[src/rtl/spi_crc_master.sv]
// SPI initiator for the 24-bit payload + CRC-8 trailer frame (mosi launched on sck rise, miso sampled on sck fall).
// Define SPI_MASTER_CRC_EN for the 32-bit frame with CRC; undefined gives a plain 24-bit frame.
module spi_crc_master #(
    parameter int unsigned CLK_DIV  = 4
`ifdef SPI_MASTER_CRC_EN
    ,
    parameter logic [7:0]  CRC_POLY = 8'h1D,
    parameter logic [7:0]  CRC_INIT = 8'hFF
`endif
) (
    input  logic        clk,
    input  logic        rst,
    input  logic        start,
    input  logic [23:0] tx_data,
    output logic        busy,
    output logic        done,
    output logic [23:0] rx_data,
    output logic [7:0]  rx_crc,
    output logic        crc_err,
    output logic        sck,
    output logic        csn,
    output logic        mosi,
    input  logic        miso
);

`ifdef SPI_MASTER_CRC_EN
    localparam int unsigned NBITS = 32;
`else
    localparam int unsigned NBITS = 24;
`endif
    localparam int unsigned   DW         = (CLK_DIV > 1) ? $clog2(CLK_DIV) : 1;
    localparam logic [DW-1:0] DIV_RELOAD = DW'(CLK_DIV - 1);
    localparam logic [5:0]    LAST_BIT   = 6'(NBITS - 1);

    typedef enum logic [2:0] {IDLE, SETUP, SHIFT, HOLD, GAP} state_t;

    state_t             state_q, state_d;
    logic [DW-1:0]      div_q, div_d;
    logic [5:0]         bit_q, bit_d;
    logic               sck_q, sck_d;
    logic               csn_q, csn_d;
    logic               mosi_q, mosi_d;
    logic               done_q, done_d;
    logic [22:0]        tx_sh_q, tx_sh_d;
    logic [NBITS-1:0]   rx_sh_q, rx_sh_d;
    logic [23:0]        rx_data_q, rx_data_d;
    logic               tick;

`ifdef SPI_MASTER_CRC_EN
    logic [7:0] tx_crc_q, tx_crc_d;
    logic [7:0] rx_calc_q, rx_calc_d;
    logic [7:0] rx_crc_q, rx_crc_d;
    logic       crc_err_q, crc_err_d;

    function automatic logic [7:0] crc8_step(input logic [7:0] c, input logic b);
        return {c[6:0], 1'b0} ^ ((c[7] ^ b) ? CRC_POLY : 8'h00);
    endfunction
`endif

    assign tick = (div_q == '0);

    always_comb begin
        state_d   = state_q;
        div_d     = div_q;
        bit_d     = bit_q;
        sck_d     = sck_q;
        csn_d     = csn_q;
        mosi_d    = mosi_q;
        done_d    = 1'b0;
        tx_sh_d   = tx_sh_q;
        rx_sh_d   = rx_sh_q;
        rx_data_d = rx_data_q;
`ifdef SPI_MASTER_CRC_EN
        tx_crc_d  = tx_crc_q;
        rx_calc_d = rx_calc_q;
        rx_crc_d  = rx_crc_q;
        crc_err_d = crc_err_q;
`endif

        if (state_q != IDLE) begin
            div_d = tick ? DIV_RELOAD : div_q - 1'b1;
        end

        case (state_q)
            IDLE: begin
                if (start) begin
                    state_d = SETUP;
                    div_d   = DIV_RELOAD;
                    bit_d   = '0;
                    csn_d   = 1'b0;
                    mosi_d  = tx_data[23];
                    tx_sh_d = tx_data[22:0];
`ifdef SPI_MASTER_CRC_EN
                    tx_crc_d  = CRC_INIT;
                    rx_calc_d = CRC_INIT;
`endif
                end
            end
            SETUP: begin
                if (tick) begin
                    state_d = SHIFT;
                    sck_d   = 1'b1;
                end
            end
            SHIFT: begin
                if (tick) begin
                    if (sck_q) begin
                        sck_d   = 1'b0;
                        rx_sh_d = {rx_sh_q[NBITS-2:0], miso};
                        bit_d   = bit_q + 6'd1;
`ifdef SPI_MASTER_CRC_EN
                        // Both CRCs advance on the fall so mosi_q still holds the bit just sent
                        if (bit_q < 6'd24) begin
                            tx_crc_d  = crc8_step(tx_crc_q, mosi_q);
                            rx_calc_d = crc8_step(rx_calc_q, miso);
                        end
`endif
                        if (bit_q == LAST_BIT) begin
                            state_d = HOLD;
                        end
                    end else begin
                        sck_d = 1'b1;
`ifdef SPI_MASTER_CRC_EN
                        if (bit_q >= 6'd24) begin
                            mosi_d   = tx_crc_q[7];
                            tx_crc_d = {tx_crc_q[6:0], 1'b0};
                        end else
`endif
                        begin
                            mosi_d  = tx_sh_q[22];
                            tx_sh_d = {tx_sh_q[21:0], 1'b0};
                        end
                    end
                end
            end
            HOLD: begin
                if (tick) begin
                    state_d   = GAP;
                    csn_d     = 1'b1;
                    mosi_d    = 1'b0;
                    done_d    = 1'b1;
                    rx_data_d = rx_sh_q[NBITS-1 -: 24];
`ifdef SPI_MASTER_CRC_EN
                    rx_crc_d  = rx_sh_q[7:0];
                    crc_err_d = (rx_calc_q != rx_sh_q[7:0]);
`endif
                end
            end
            GAP: begin
                if (tick) begin
                    state_d = IDLE;
                end
            end
            default: state_d = IDLE;
        endcase
    end

    always_ff @(posedge clk or posedge rst) begin
        if (rst) begin
            state_q   <= IDLE;
            div_q     <= '0;
            bit_q     <= '0;
            sck_q     <= 1'b0;
            csn_q     <= 1'b1;
            mosi_q    <= 1'b0;
            done_q    <= 1'b0;
            tx_sh_q   <= '0;
            rx_sh_q   <= '0;
            rx_data_q <= '0;
`ifdef SPI_MASTER_CRC_EN
            tx_crc_q  <= '0;
            rx_calc_q <= '0;
            rx_crc_q  <= '0;
            crc_err_q <= 1'b0;
`endif
        end else begin
            state_q   <= state_d;
            div_q     <= div_d;
            bit_q     <= bit_d;
            sck_q     <= sck_d;
            csn_q     <= csn_d;
            mosi_q    <= mosi_d;
            done_q    <= done_d;
            tx_sh_q   <= tx_sh_d;
            rx_sh_q   <= rx_sh_d;
            rx_data_q <= rx_data_d;
`ifdef SPI_MASTER_CRC_EN
            tx_crc_q  <= tx_crc_d;
            rx_calc_q <= rx_calc_d;
            rx_crc_q  <= rx_crc_d;
            crc_err_q <= crc_err_d;
`endif
        end
    end

    assign busy    = (state_q != IDLE);
    assign done    = done_q;
    assign sck     = sck_q;
    assign csn     = csn_q;
    assign mosi    = mosi_q;
    assign rx_data = rx_data_q;
`ifdef SPI_MASTER_CRC_EN
    assign rx_crc  = rx_crc_q;
    assign crc_err = crc_err_q;
`else
    assign rx_crc  = '0;
    assign crc_err = 1'b0;
`endif

endmodule

[config.mk]
export PLATFORM = sky130hd
export DESIGN_NAME = spi_crc_master
export DESIGN_NICKNAME = d
export VERILOG_FILES = /design/src/rtl/spi_crc_master.sv
export SDC_FILE = /design/constraint.sdc
export NUM_CORES = 1
export LEC_CHECK = 0
export BUFFER_PORTS_ARGS = -buffer_cell sky130_fd_sc_hd__buf_2
export CORE_MARGIN = 2
export CORE_UTILIZATION = 55
export DETAILED_ROUTE_END_ITERATION = 16
export HOLD_SLACK_MARGIN = 0.02
export PLACE_DENSITY = 0.88
export SLEW_MARGIN = 30
export SYNTH_ARGS = -nofsm -noshare
export SYNTH_HDL_FRONTEND = slang
export SYNTH_SLANG_ARGS = --single-unit
[constraint.sdc]
create_clock -name clk -period 2.6 [get_ports clk]
set_clock_uncertainty 0.05 [all_clocks]
set_input_delay 0.13 -clock clk [delete_from_list [all_inputs] [get_ports clk]]
set_output_delay 0.13 -clock clk [all_outputs]
set_load 0.01 [all_outputs]
* Word-level counts from Yosys, hierarchy flattened *
Cells that the tools add are included.

word-level totals
  logic and storage cells = 73
  register bits after elaboration = 86
  bits of input ports = 28

operators by class
  multiplexer cells = 33
  reductions and logical operators = 15
  equal/unequal tests = 13
  add/subtract/negate cells = 2

operators with widths
  kind                                                              count
  23-bit 2-to-1 mux                                                 3
  23-bit case mux with 2 select lines                               1
  3-bit 2-to-1 mux                                                  7
  6-bit 2-to-1 mux                                                  3
  2-bit != test (second input constant)                             8
  3-bit case mux with 5 select lines                                1
  6-bit case mux with 2 select lines                                1
  1-bit 2-to-1 mux                                                  10
  3-bit AND reduction                                               3
  2-bit 2-to-1 mux                                                  4
  4-bit AND reduction                                               2
  7-bit AND reduction                                               1
  6-bit by 1-bit adder with 6-bit output (second input constant)    1
  3-bit by 2-bit == test with 1-bit output (second input constant)  2
  6-bit by 5-bit == test with 1-bit output (second input constant)  1
  2-bit nonzero test                                                3
  3-bit nonzero test                                                2
  5-bit AND reduction                                               1
  1-bit case mux with 2 select lines                                2
  3-bit by 1-bit == test with 1-bit output (second input constant)  1
  3-bit == test (second input constant)                             1
  3-bit zero test                                                   1
  1-bit case mux with 3 select lines                                1
  2-bit zero test                                                   1
  2 further kinds                                                   2

* Logic depth before layout (Yosys ltp) *
  depth after elaboration = 5
  mapped depth = 7
  depth with buffers taken out = 5

* Worst setup path after synthesis *
OpenSTA, ideal clock, no wires.

  path kind = reg2reg
  from = reg div_q[0]
  to = reg rx_data_q[11], in the netlist rx_data[11]
  data arrival time = 1682 ps
  period minus slack after synthesis = 1857 ps
  path buffers = 2
  data required time = 2425 ps
  slack = 743 ps
  setup time = 125 ps
  stages on the path, launching flop included = 8
  cell sequence = dfrtp_1 -> inv_1 -> ha_1 -> buf_2 -> nand2_1 -> nor3_4 -> buf_6 -> mux2_2

on the way
  cells in the longest elaborated chain, start to end = 2

RTL lines
  element                        RTL line  text
  from (decl)                    38        logic [DW-1:0] div_q, div_d;
  from (signal assigned)         178       div_q <= div_d;
  2-bit zero test                60        assign tick = (div_q == '0);
  2-bit AND reduction (no line)  n/a
  to (signal assigned)           186       rx_data_q <= rx_data_d;
  to (decl)                      46        logic [23:0] rx_data_q, rx_data_d;

Every way passes these cells.
A chain may end at the register's enable or synchronous reset.

* Worst setup path in the final report *
  from = reg div_q[0]
  to = reg rx_data_q[8], in the netlist rx_data[8]

Same word-level chain as after synthesis.

==> summary.md <==
| Metric | Value |
|---|---|
| Outcome | completed |
| CP Max Fanout | 27 |
| Post-CTS Setup Inserts | 0 |
| Max-Slew Margin vs Limit | 56.4% |
| Die area | 0.00785 mm^2 |
| Final Max Slew Viols | 0 |
| Final setup fails | 0 |
| Final Util | between 60% and 70% |
| Fraction of layout cells with a size suffix above 1 | 51.3% |
| Pwr dens | around 900 mW/mm^2 |
| Synth area leaders | dfrtp_1, mux2_2, mux2_4 |
| Die Ht | 88.6 um |
| Worst IR Drop VDD | roughly 0.00052 V |
| Worst Path Arrival | around 2.3 ns |
| Synth area leader | dfrtp_1 |
| Clk sinks | 86 |
| Static Leak | ~2.2 nW |
| R2R Setup Slk | approximately 0.5 ns |
| Final setup margin | 0.506 ns |
| Synthesized flop and latch total | between 80 and 90 |
| EDFF count, synth | 0 |
| Synth cell count leaders | dfrtp_1, mux2_2, mux2_4 |
| Buffers added on ports | between 50 and 60 |
| Crit path to | rx_data[8] |
| Num CTS Buffers | 9 |
| Synth Flop Type | dfrtp_1 |
| Proportion of synthesized chip area in sequential cells | a little over half |
| Worst-Skew Late Latency | roughly 0.35 ns |
| Register Area | between 0.002 and 0.0025 mm^2 |
| Hold_ws | roughly 0.062 ns |
| Reg2Reg Depth | 6 |
| Yosys cell types | between 40 and 50 |
| Clk buf depth | 2 |
| HPWL Detailed | about 4600 um |
| Asr flop ratio synth | between 90% and 100% |
| WL/cell | 15.4 um |
| Vias per inst | 5.27 |
| Final TNS setup | 0 ns |
| TritonCTS clock tree | built |
| Max_cap viols | 0 |
| First-pass detailed-route iteration total | 4 |
| WS Path Type | reg -> reg |
| Post-Syn Area | slightly below 0.004 mm^2 |
| CP endpoint kind | register |
| Syn Inst Count | 277 |
| Antenna-violating nets left | 0 |
| Core area | around 0.0069 mm^2 |
| Fmax | about 0.48 GHz |
| Avg Synthesized Cell Area | about 14 um^2 |
| Ports | 66 |
| Die X | between 80 and 90 um |
| Starting DRT DRC Count | roughly 120 |
| Pre-CTS setup slack | between 0.5 and 0.6 ns |
| Gpl congestion | approximately 0.84 |
| Pin count of the biggest net entering global routing | slightly above 40 |
| Initial core utilization | 57.3% |
| Area growth, synth to finish | 13.6% |
| Total Routing Usage GR | a little under a fifth |
| Area of the multi-input gates | ~0.0016 mm^2 |
| Initial antenna violation count | 0 |
| Row cnt | 30 |
| Root buffer cell | clkbuf_8 |
| GRT Residual Overflow | 0 |
| Dpl cells | 417 |
| RR Startpoint | div_q[0] |
| Min Clock Period, post-route | 2.09 ns |
| Fin. Hold Viols | 0 |
| Top-area cell type share of the netlist area | between 50 and 60% |
| Final net count | approximately 370 |
| CP required | between 2 and 3 ns |
| ANT cells | 0 |
| Worst-Margin Slew | ~0.65 ns |
| R2R Path End | rx_data[8] |
| Vias in the first global route | 2239 |
| Setup crit start | div_q[0] |
| H-tree depth | 3 |
| Min-Delay Path Class | in -> reg |
| Vias | 2302 |
| First-pass GRT wire length | ~11000 um |
| Count leader, synth | dfrtp_1 |
| Yosys warnings | 0 |
| Total detailed-routing wirelength | about 6700 um |
| Drc violations | 0 |
| Fin crit share | about four fifths |
| Worst-path clk slew | ~0.090 ns |
| RSZ-0062 raised after global routing | false |
| FILL cells | about 510 |
| Post-route insts no fill | between 400 and 500 |
| Nature of the critical path startpoint | register |
==> through the flow <==
stage	total power, mW	cell area, um^2
floorplan	2.87	3970
global placement	3.02	4230
detailed placement	3.09	4230
CTS	4.06	4470
global route	4.25	4470
finish	4.02	4470
==> layout by cell type (no fill, tap or decap), types with 2 or more instances in the layout <==
cell type	instances
o21ai_0	3
inv_6	3
dlygate4sd3_1	4
clkbuf_8	9
buf_2	56
nand3_1	3
mux2_2	70
ha_1	2
mux2i_1	8
buf_4	5
nand2b_1	3
inv_1	11
a21oi_1	2
a2111oi_0	2
nor2_1	3
nor3_1	4
nand2_1	10
conb_1	9
dfrtp_1	85
mux2_4	19
clkinvlp_4	2
==> worst min-delay path by stage <==
stage	from	endpoint	slack (ns)	cells after the start
final	tx_data[22]	tx_sh_q[22]	0.06	3
after detailed placement	rst	rx_data[16]	0.19	2
after floorplan	tx_data[0]	tx_sh_q[0]	0.20	2
after CTS	tx_data[22]	tx_sh_q[22]	0.05	3
after global routing	tx_data[11]	tx_sh_q[11]	0.08	3
after global placement	rst	rx_data[17]	0.19	2
==> critical path: stages (launching register included) <==
cell     delay [ns]
dfrtp_1        0.40
inv_1          0.07
ha_1           0.38
nand2_1        0.19
nor3_4         0.14
buf_4          0.34
mux2_2         0.39
==> flip-flops by register name, summed over array words and instances (netlist names) <==
register / count
done: 1
state_q: 3
sck: 1
rx_data: 24
csn: 1
bit_q: 6
div_q: 2
mosi: 1
rx_sh_q: 24
tx_sh_q: 23
==> layer usage <==
metal  wire [um]  part of all wire, %  global-route usage (%)
met2        3420                   51                    29.7
met1        2950                   44                    24.3
met3         270                  4.0                    4.66
met4          76                  1.1                    6.20
met5           0                    0                       0
==> cell families after synthesis <==
logic type / synth area share (%)
xor gates and xnor gates: 0.223
muxes: 29.6
adders and majority gates: 0.636
other: 0.0953
DFF: 54.7
buffers and inverters: 5.66
AOI/OAI and AO/OA: 3.85
and+or+nand+nor: 5.25
==> power by group <==
part / internal [mW] / switching, mW
clock network: 0.455 / 0.492
logic: 0.652 / 0.536
registers: 1.64 / 0.238
==> repair_timing <==
action / 4_1_cts / 5_1_grt
hold endpoints to repair: 40 / 0
resized for setup: 0 / 0
hold buffers: 4 / 0
==> area by class of cell <==
| class | instances | area share (%) |
|---|---|---|
| Sequential cell | 86 | 48.2 |
| Multi-Input combinational cell | 162 | 35.6 |
| Timing Repair Buffer | 65 | 8.00 |
| Clock buffer | 9 | 2.77 |
| Tap cell | 96 | 2.69 |
| Clock inverter | 7 | 1.79 |
| Inverter | 12 | 1.04 |
No activity file was read; power rests on OpenSTA's default activity.
